$ cat src/rtl/rr_arbiter16.sv
// Round-robin arbiter for 16 requesters with registered one-hot grant, winner index,
// hold-time timeout and a one-cycle break-before-make gap between grants.
module rr_arbiter16 #(
    parameter int unsigned HOLDW    = 4,
    parameter int unsigned MAX_HOLD = 12
) (
    input  logic        Clock,
    input  logic        Resetn,
    input  logic        En,
    input  logic [0:15] Req,
    input  logic        Done,
    output logic [0:15] Grant,
    output logic [3:0]  GrantIdx,
    output logic        Valid,
    output logic        Tmo
);

    typedef enum logic [1:0] {StIdle, StBusy, StGap} state_e;

    localparam int unsigned      TmoCount  = (MAX_HOLD == 0) ? 0 : MAX_HOLD - 1;
    localparam logic [HOLDW-1:0] TmoCountW = TmoCount[HOLDW-1:0];
    localparam logic [HOLDW-1:0] CountMax  = '1;

    state_e           state_q, state_d;
    logic [0:15]      grant_q, grant_d;
    logic [3:0]       idx_q, idx_d;
    logic             valid_q, valid_d;
    logic             tmo_q, tmo_d;
    logic [3:0]       ptr_q, ptr_d;
    logic [HOLDW-1:0] count_q, count_d;

    logic       found;
    logic [3:0] winner;
    logic       user_rel;
    logic       tmo_hit;

    // First requester at or after ptr_q, wrapping modulo 16.
    always_comb begin
        found  = 1'b0;
        winner = ptr_q;
        for (int i = 0; i < 16; i++) begin
            if (!found && Req[ptr_q + 4'(i)]) begin
                found  = 1'b1;
                winner = ptr_q + 4'(i);
            end
        end
    end

    assign user_rel = Done || !Req[idx_q];
    assign tmo_hit  = (MAX_HOLD != 0) && (count_q == TmoCountW);

    always_comb begin
        state_d = state_q;
        grant_d = grant_q;
        idx_d   = idx_q;
        valid_d = valid_q;
        tmo_d   = 1'b0;
        ptr_d   = ptr_q;
        count_d = count_q;
        case (state_q)
            StIdle: begin
                if (En && found) begin
                    grant_d         = '0;
                    grant_d[winner] = 1'b1;
                    idx_d           = winner;
                    valid_d         = 1'b1;
                    count_d         = '0;
                    state_d         = StBusy;
                end
            end
            StBusy: begin
                count_d = (count_q == CountMax) ? count_q : count_q + 1'b1;
                if (user_rel || tmo_hit) begin
                    grant_d = '0;
                    valid_d = 1'b0;
                    ptr_d   = idx_q + 4'd1;
                    // Tmo only when the timeout is the sole reason for release.
                    tmo_d   = tmo_hit && !user_rel;
                    state_d = StGap;
                end
            end
            StGap: begin
                state_d = StIdle;
            end
            default: begin
                state_d = StIdle;
            end
        endcase
    end

    always_ff @(posedge Clock) begin
        if (!Resetn) begin
            state_q <= StIdle;
            grant_q <= '0;
            idx_q   <= '0;
            valid_q <= 1'b0;
            tmo_q   <= 1'b0;
            ptr_q   <= '0;
            count_q <= '0;
        end else begin
            state_q <= state_d;
            grant_q <= grant_d;
            idx_q   <= idx_d;
            valid_q <= valid_d;
            tmo_q   <= tmo_d;
            ptr_q   <= ptr_d;
            count_q <= count_d;
        end
    end

    assign Grant    = grant_q;
    assign GrantIdx = idx_q;
    assign Valid    = valid_q;
    assign Tmo      = tmo_q;

endmodule

$ cat config.mk
export PLATFORM = sky130hd
export DESIGN_NAME = rr_arbiter16
export DESIGN_NICKNAME = d
export VERILOG_FILES = /design/src/rtl/rr_arbiter16.sv
export SDC_FILE = /design/constraint.sdc
export NUM_CORES = 1
export LEC_CHECK = 0
export CAP_MARGIN = 20
export CORE_MARGIN = 2
export CORE_UTILIZATION = 59
export DETAILED_ROUTE_END_ITERATION = 16
export PLACE_DENSITY_LB_ADDON = 0.3
export SETUP_SLACK_MARGIN = 0.3
export SLEW_MARGIN = 10
export SYNTH_ARGS = -nofsm -noshare
export SYNTH_HDL_FRONTEND = slang
export SYNTH_SLANG_ARGS = --single-unit
$ cat constraint.sdc
create_clock -name Clock -period 4.88 [get_ports Clock]
set_input_delay 0.732 -clock Clock [delete_from_list [all_inputs] [get_ports Clock]]
set_output_delay 0.732 -clock Clock [all_outputs]
set_load 0.02 [all_outputs]
### After elaboration in Yosys (flattened, before gate mapping)

Cells that the tools add are included.

| word-level totals | value |
|---|---|
| register bits | 32 |
| word-level logic and storage cells | 208 |

| operators by class | value |
|---|---|
| bitwise logic cells | 18 |
| reduce and logical (&&, ||, !) cells | 45 |
| multiplexer cells | 96 |
| equality and inequality tests | 6 |
| $lt $le $gt $ge | 19 |
| add/subtract/negate cells | 17 |

Operator list:

| operator | count |
|---|---|
| 5-bit greater-or-equal comparator, second input constant | 18 |
| 4-bit inverter with 5-bit output | 18 |
| 1-bit binary-select mux with 4-bit select | 17 |
| 4-bit two-way mux | 17 |
| 1-bit two-way mux | 53 |
| 4-bit adder, second input constant | 8 |
| 16-bit two-way mux | 2 |
| 16-bit case mux with 2 select lines | 1 |
| 1-bit logical AND | 18 |
| 1-bit logical NOT | 17 |
| 4-bit by 3-bit adder with 4-bit output, second input constant | 4 |
| 4-bit by 1-bit adder with 4-bit output, second input constant | 3 |
| 3-bit AND reduction | 3 |
| 4-bit by 2-bit adder with 4-bit output, second input constant | 2 |
| 4-bit == test, second input constant | 2 |
| 4-bit case mux with 2 select lines | 1 |
| 2-bit inequality test, second input constant | 3 |
| 2-bit AND reduction | 3 |
| 5-bit by 1-bit less-than comparator with 1-bit output, second input constant | 1 |
| 1-bit demux with 4-bit select | 1 |
| 2-bit two-way mux | 2 |
| 2-bit case mux with 2 select lines | 1 |
| 2-bit by 1-bit == test with 1-bit output, second input constant | 1 |
| 2-bit logical NOT | 1 |
| 3 further kinds | 4 |

### Logic depth before layout (Yosys ltp)

| logic depth | value |
|---|---|
| depth after elaboration | 57 |
| mapped depth | 19 |

### Worst setup path before layout

No wires, ideal clock.

| path | value |
|---|---|
| path kind | register to register |
| from | register ptr_q[1] |
| to | register grant_q, in the netlist Grant[10] |
| path buffers | 3 |
| data required time | 4.819 ns |
| setup time | 0.061 ns |
| data arrival time | 4.282 ns |
| stages on the path, launching flop included | 16 |
| period minus slack after synthesis | 4.344 ns |
| slack | 0.536 ns |
| cell sequence | dfxtp_1 > buf_1 > inv_1 > ha_1 > buf_4 > mux4_2 > mux2_2 > mux2i_4 > o2111a_1 > and4_1 > nand3_2 > o311ai_4 > nand2_1 > nor2_2 > buf_2 > a32o_1 |

| on the way | value |
|---|---|
| longest elaborated chain between the ends | 57 |
| elaborated cells on any way between the ends | 151 |
| those cells by class | add/sub: 15; order compare: 2; eq/ne: 1; mux: 83; bitwise: 17; reduce/logical: 33 |

RTL lines:

| element | line | RTL |
|---|---|---|
| start, declared | 29 | `logic [3:0] ptr_q, ptr_d;` |
| start signal, assigned | 106 | `ptr_q <= ptr_d;` |
| parallel branches: the longest is 57 deep, another holds 4-bit by 1-bit adder with 4-bit output | n/a |  |
| end signal, assigned | 102 | `grant_q <= grant_d;` |
| end, declared | 25 | `logic [0:15] grant_q, grant_d;` |

Several ways; the timed one is not identified. The select of a mux whose other input is x is not followed.
A chain may end at the register's enable or synchronous reset.

### Final worst setup path

| path | value |
|---|---|
| from | input port Req[9] (netlist bit) |
| to | register grant_q, in the netlist Grant[6] |

| on the way | value |
|---|---|
| longest elaborated chain between the ends | 56 |
| elaborated cells on any way between the ends | 127 |
| those cells by class | order compare: 2; eq/ne: 2; mux: 86; bitwise: 1; reduce/logical: 36 |

RTL lines:

| element | line | RTL |
|---|---|---|
| start, declared | 10 | `input logic [0:15] Req,` |
| 1-bit binary-select mux with 4-bit select | 42 | `if (!found && Req[ptr_q + 4'(i)]) begin` |
| 1-bit two-way mux (implied by the code) (2 in series) | 42 |  |
| 1-bit two-way mux | 42 |  |
| 1-bit logical NOT | 42 |  |
| 1-bit logical AND | 42 |  |
| 1-bit two-way mux | 42 |  |
| 1-bit logical NOT | 42 |  |
| 1-bit logical AND | 42 |  |
| [39 not listed] | n/a |  |
| 4-bit two-way mux | 42 |  |
| 4-bit inverter with 5-bit output (implied by the code) | 64 | `grant_d[winner] = 1'b1;` |
| 5-bit greater-or-equal comparator (implied by the code) or 5-bit by 1-bit less-than comparator with 1-bit output (tied branches) | 64 |  |
| 1-bit logical AND (implied by the code) | 64 |  |
| 1-bit two-way mux (implied by the code) | 64 |  |
| 1-bit demux with 4-bit select | 64 |  |
| 16-bit two-way mux | 62 | `if (En && found) begin` |
| 16-bit case mux with 2 select lines | 60 | `case (state_q)` |

Several ways; a longest one is shown, not always the timed one. The select of a mux whose other input is x is not followed.

==> impl_metrics.env <==
export IMPL_worst_ep_arrival_time_ns=4.57
export IMPL_antenna_found_initial=0
export IMPL_ir_drop_uv=235
export IMPL_cp_slowest_cell="clkdlybuf4s50_1"
export IMPL_drc=0
export IMPL_wl_per_cell_um=22.4
export IMPL_cp_required_ns=5.06
export IMPL_clk_latency_ns=0.29
export IMPL_synth_main_ff_cell="dfxtp_1"
export IMPL_fp_dieW_um=87.2
export IMPL_fin_crit_ns=4.39
export IMPL_leakage_nw=1.66
export IMPL_routed_wl_um=12700
export IMPL_ys_types=77
export IMPL_grt_pass1_vias=3751
export IMPL_drtIter0Drc=549
export IMPL_grt_pass1_wl_um=19700
export IMPL_clock_skew_final_ns=0.00881
export IMPL_cp_top_family="compound AO/OA/AOI/OAI gates"
export IMPL_layout_cells_non_filler=567
export IMPL_grt_max_degree=23
export IMPL_rsz0062_at_grt="false"
export IMPL_area_growth_pct=16.7
export IMPL_cp_end_kind="flop"
export IMPL_crit_fanout=9
export IMPL_tns_ns=0
export IMPL_start_util=0.604
export IMPL_ys_seq_area_frac=0.157
export IMPL_yosysTopAreaCell="dfxtp_1"
export IMPL_yosysWarnings=0
export IMPL_vias=4151
export IMPL_pwr_density_cell_nw_per_um2=362
export IMPL_yosys_register_bits=32
export IMPL_core_um2=6760
export IMPL_postSynthCellCount=441
export IMPL_max_freq_ghz=0.228
export IMPL_clk_pin_slew_ns=0.07
export IMPL_cts_hold_buffers=0
export IMPL_crit_chain="clkdlybuf4s50_1 -> mux4_2 -> mux2_2 -> mux2i_4 -> o2111a_1 -> nand4_1 -> a211oi_1 -> a211oi_1 -> o32ai_2 -> inv_2 -> a32o_1"
export IMPL_synth_edff_count=0
export IMPL_syn_area_per_cell_um2=9.26
export IMPL_h_tree_depth=2
export IMPL_dpl_cell_count=553
export IMPL_avgViaCountPerCell=7.32
export IMPL_multi_input_area_um2=3280
export IMPL_cts_root_buf="clkbuf_8"
export IMPL_cp_start_kind="input port"
export IMPL_dp_hpwl_um=9400
export IMPL_synthArstFlopShare=0
export IMPL_firstDrtPassIters=6
export IMPL_grt_total_usage=0.335
export IMPL_numCtsBuffers=5
export IMPL_drive_gt1_frac=0.226
export IMPL_layout_nets=515
export IMPL_grt_overflow_total=0
export IMPL_setup_worst_path_class="input port to flop"
export IMPL_max_slew_margin=0.460
export IMPL_cts_buffer_depth=2
export IMPL_final_util=0.705
export IMPL_synth_top_cell_area_share=0.157
export IMPL_diodes=0
export IMPL_synth_fp_nets=470
export IMPL_synthTopCellsByArea="dfxtp_1, mux4_2, mux2_2"
export IMPL_maxCapViolations=0
export IMPL_hold_viol_final=0
export IMPL_portBuffers=41
export IMPL_gp_congestion=1.05
export IMPL_rows=30
export IMPL_slew_violations=0
export IMPL_cts_tree="built"
export IMPL_seqCellArea_um2=642
export IMPL_die_h_um=87.2
export IMPL_worst_path_buf_inv=2
export IMPL_status="finished clean"
export IMPL_dieArea_um2=7600
export IMPL_cts_sinks=32
export IMPL_hp_class="flop to flop"
export IMPL_syn_area_um2=4080
export IMPL_worstMarginPinSlew_ns=0.788
export IMPL_fin_crit_sh=0.899
export IMPL_fillers=507
export IMPL_drtAntennaViolNets=0
export IMPL_critPathMostFrequentCell="a211oi_1"
export IMPL_cp_slowest_stage_delay_ns=0.57
export IMPL_setup_violations=0
export IMPL_num_io_pins=42
[synthesized netlist by cell type, types with 4 or more instances]
cell	count
a21oi_1	25
nand2b_1	8
mux2i_1	28
a31oi_1	6
buf_2	9
mux4_2	24
xnor2_1	10
a32o_1	18
inv_1	7
clkbuf_1	9
nor2_1	23
a211oi_1	13
ha_1	9
a22oi_1	4
nor3_1	14
nand4_1	4
and2_1	5
o32ai_1	4
o21ai_0	13
mux2_2	28
dfxtp_1	32
nand2_1	38
nand3_1	16
buf_4	4
o211ai_1	4
[worst register-to-register path, cell delays in order, from the launching register on]
cell and delay [ns]:
dfxtp_1 0.38, inv_1 0.07, ha_2 0.52, mux4_2 0.60
mux2_2 0.33, mux2i_4 0.30, o2111a_1 0.35, nand4_1 0.24
a211oi_1 0.40, a211oi_1 0.15, o32ai_2 0.38, inv_2 0.24
a32o_1 0.30
[final timing paths]
check	from	end	slack, ns	depth (start not counted)
setup reg to reg	ptr_q[1]	Grant[6]	0.52	12
hold reg to reg	Grant[5]	Grant[5]	0.47	1
setup / recovery	Req[9]	Grant[6]	0.49	11
hold / removal	Grant[5]	Grant[5]	0.47	1
[cells in the final DEF, fill, tap and decap left out, types with 10 or more instances in the layout]
cell type        Yosys  layout
nor3_1              14      14
xnor2_1             10      10
nand3_1             16      16
dfxtp_1             32      31
mux4_2              24      24
buf_4                4      22
a21oi_1             25      25
mux2i_1             28      28
clkdlybuf4s50_1      0      41
mux2_2              28      28
a32o_1              18      18
a211oi_1            13      13
o21ai_0             13      13
nor2_1              23      23
nand2_1             38      38
[stage by stage]
step | power (mW) | hold WS (ns) | instance area [um2] | setup WS, ns
final | 1.72 | 0.466 | 4760 | 0.494
after global routing | 1.81 | 0.489 | 4760 | 0.308
after global placement | 1.39 | 0.448 | 4580 | 0.341
after floorplan | 1.12 | 0.461 | 4080 | 0.536
after detailed placement | 1.40 | 0.453 | 4580 | 0.250
after CTS | 1.66 | 0.470 | 4690 | 0.388
[layer usage]
metal	GRT usage	wire [um]
met5	0	0
met4	0.113	416
met3	0.0588	1270
met2	0.525	5920
met1	0.467	5100
[registers in the layout (all words and copies together), names as in the netlist]
signal / count
Grant: 16
GrantIdx: 4
Tmo: 1
Valid: 1
count_q: 4
ptr_q: 4
state_q: 2
[final cells by class]
class	instances	share of cell area
clock buffers	5	0.0144
flip-flops and latches	32	0.135
well taps	80	0.0210
inverters	9	0.00788
clock inverters	3	0.00893
multi-input cells	374	0.688
repair buffers	64	0.125
[logic make-up (layout without fill, tap and decap cells)]
family          after synthesis  count (layout)  share of synthesized area
compound gates              126             126                      0.236
xor+xnor                     17              17                     0.0484
fa+ha+maj                     9               9                     0.0276
buf+inv                      35              81                     0.0423
flops                        32              32                      0.157
mux                          86              86                      0.305
simple gates                136             136                      0.184
[where the power goes]
part | switching [mW] | total [mW] | internal [mW]
clock | 0.110 | 0.261 | 0.151
sequential | 0.0310 | 0.314 | 0.283
combinational | 0.675 | 1.15 | 0.473
total | 0.816 | 1.72 | 0.907
[repair_timing]
item | CTS | global route
gates resized for setup | 0 | 4
setup buffers | 0 | 6
endpoints found under the setup margin | 0 | 17
No activity file was read; power rests on OpenSTA's default activity.
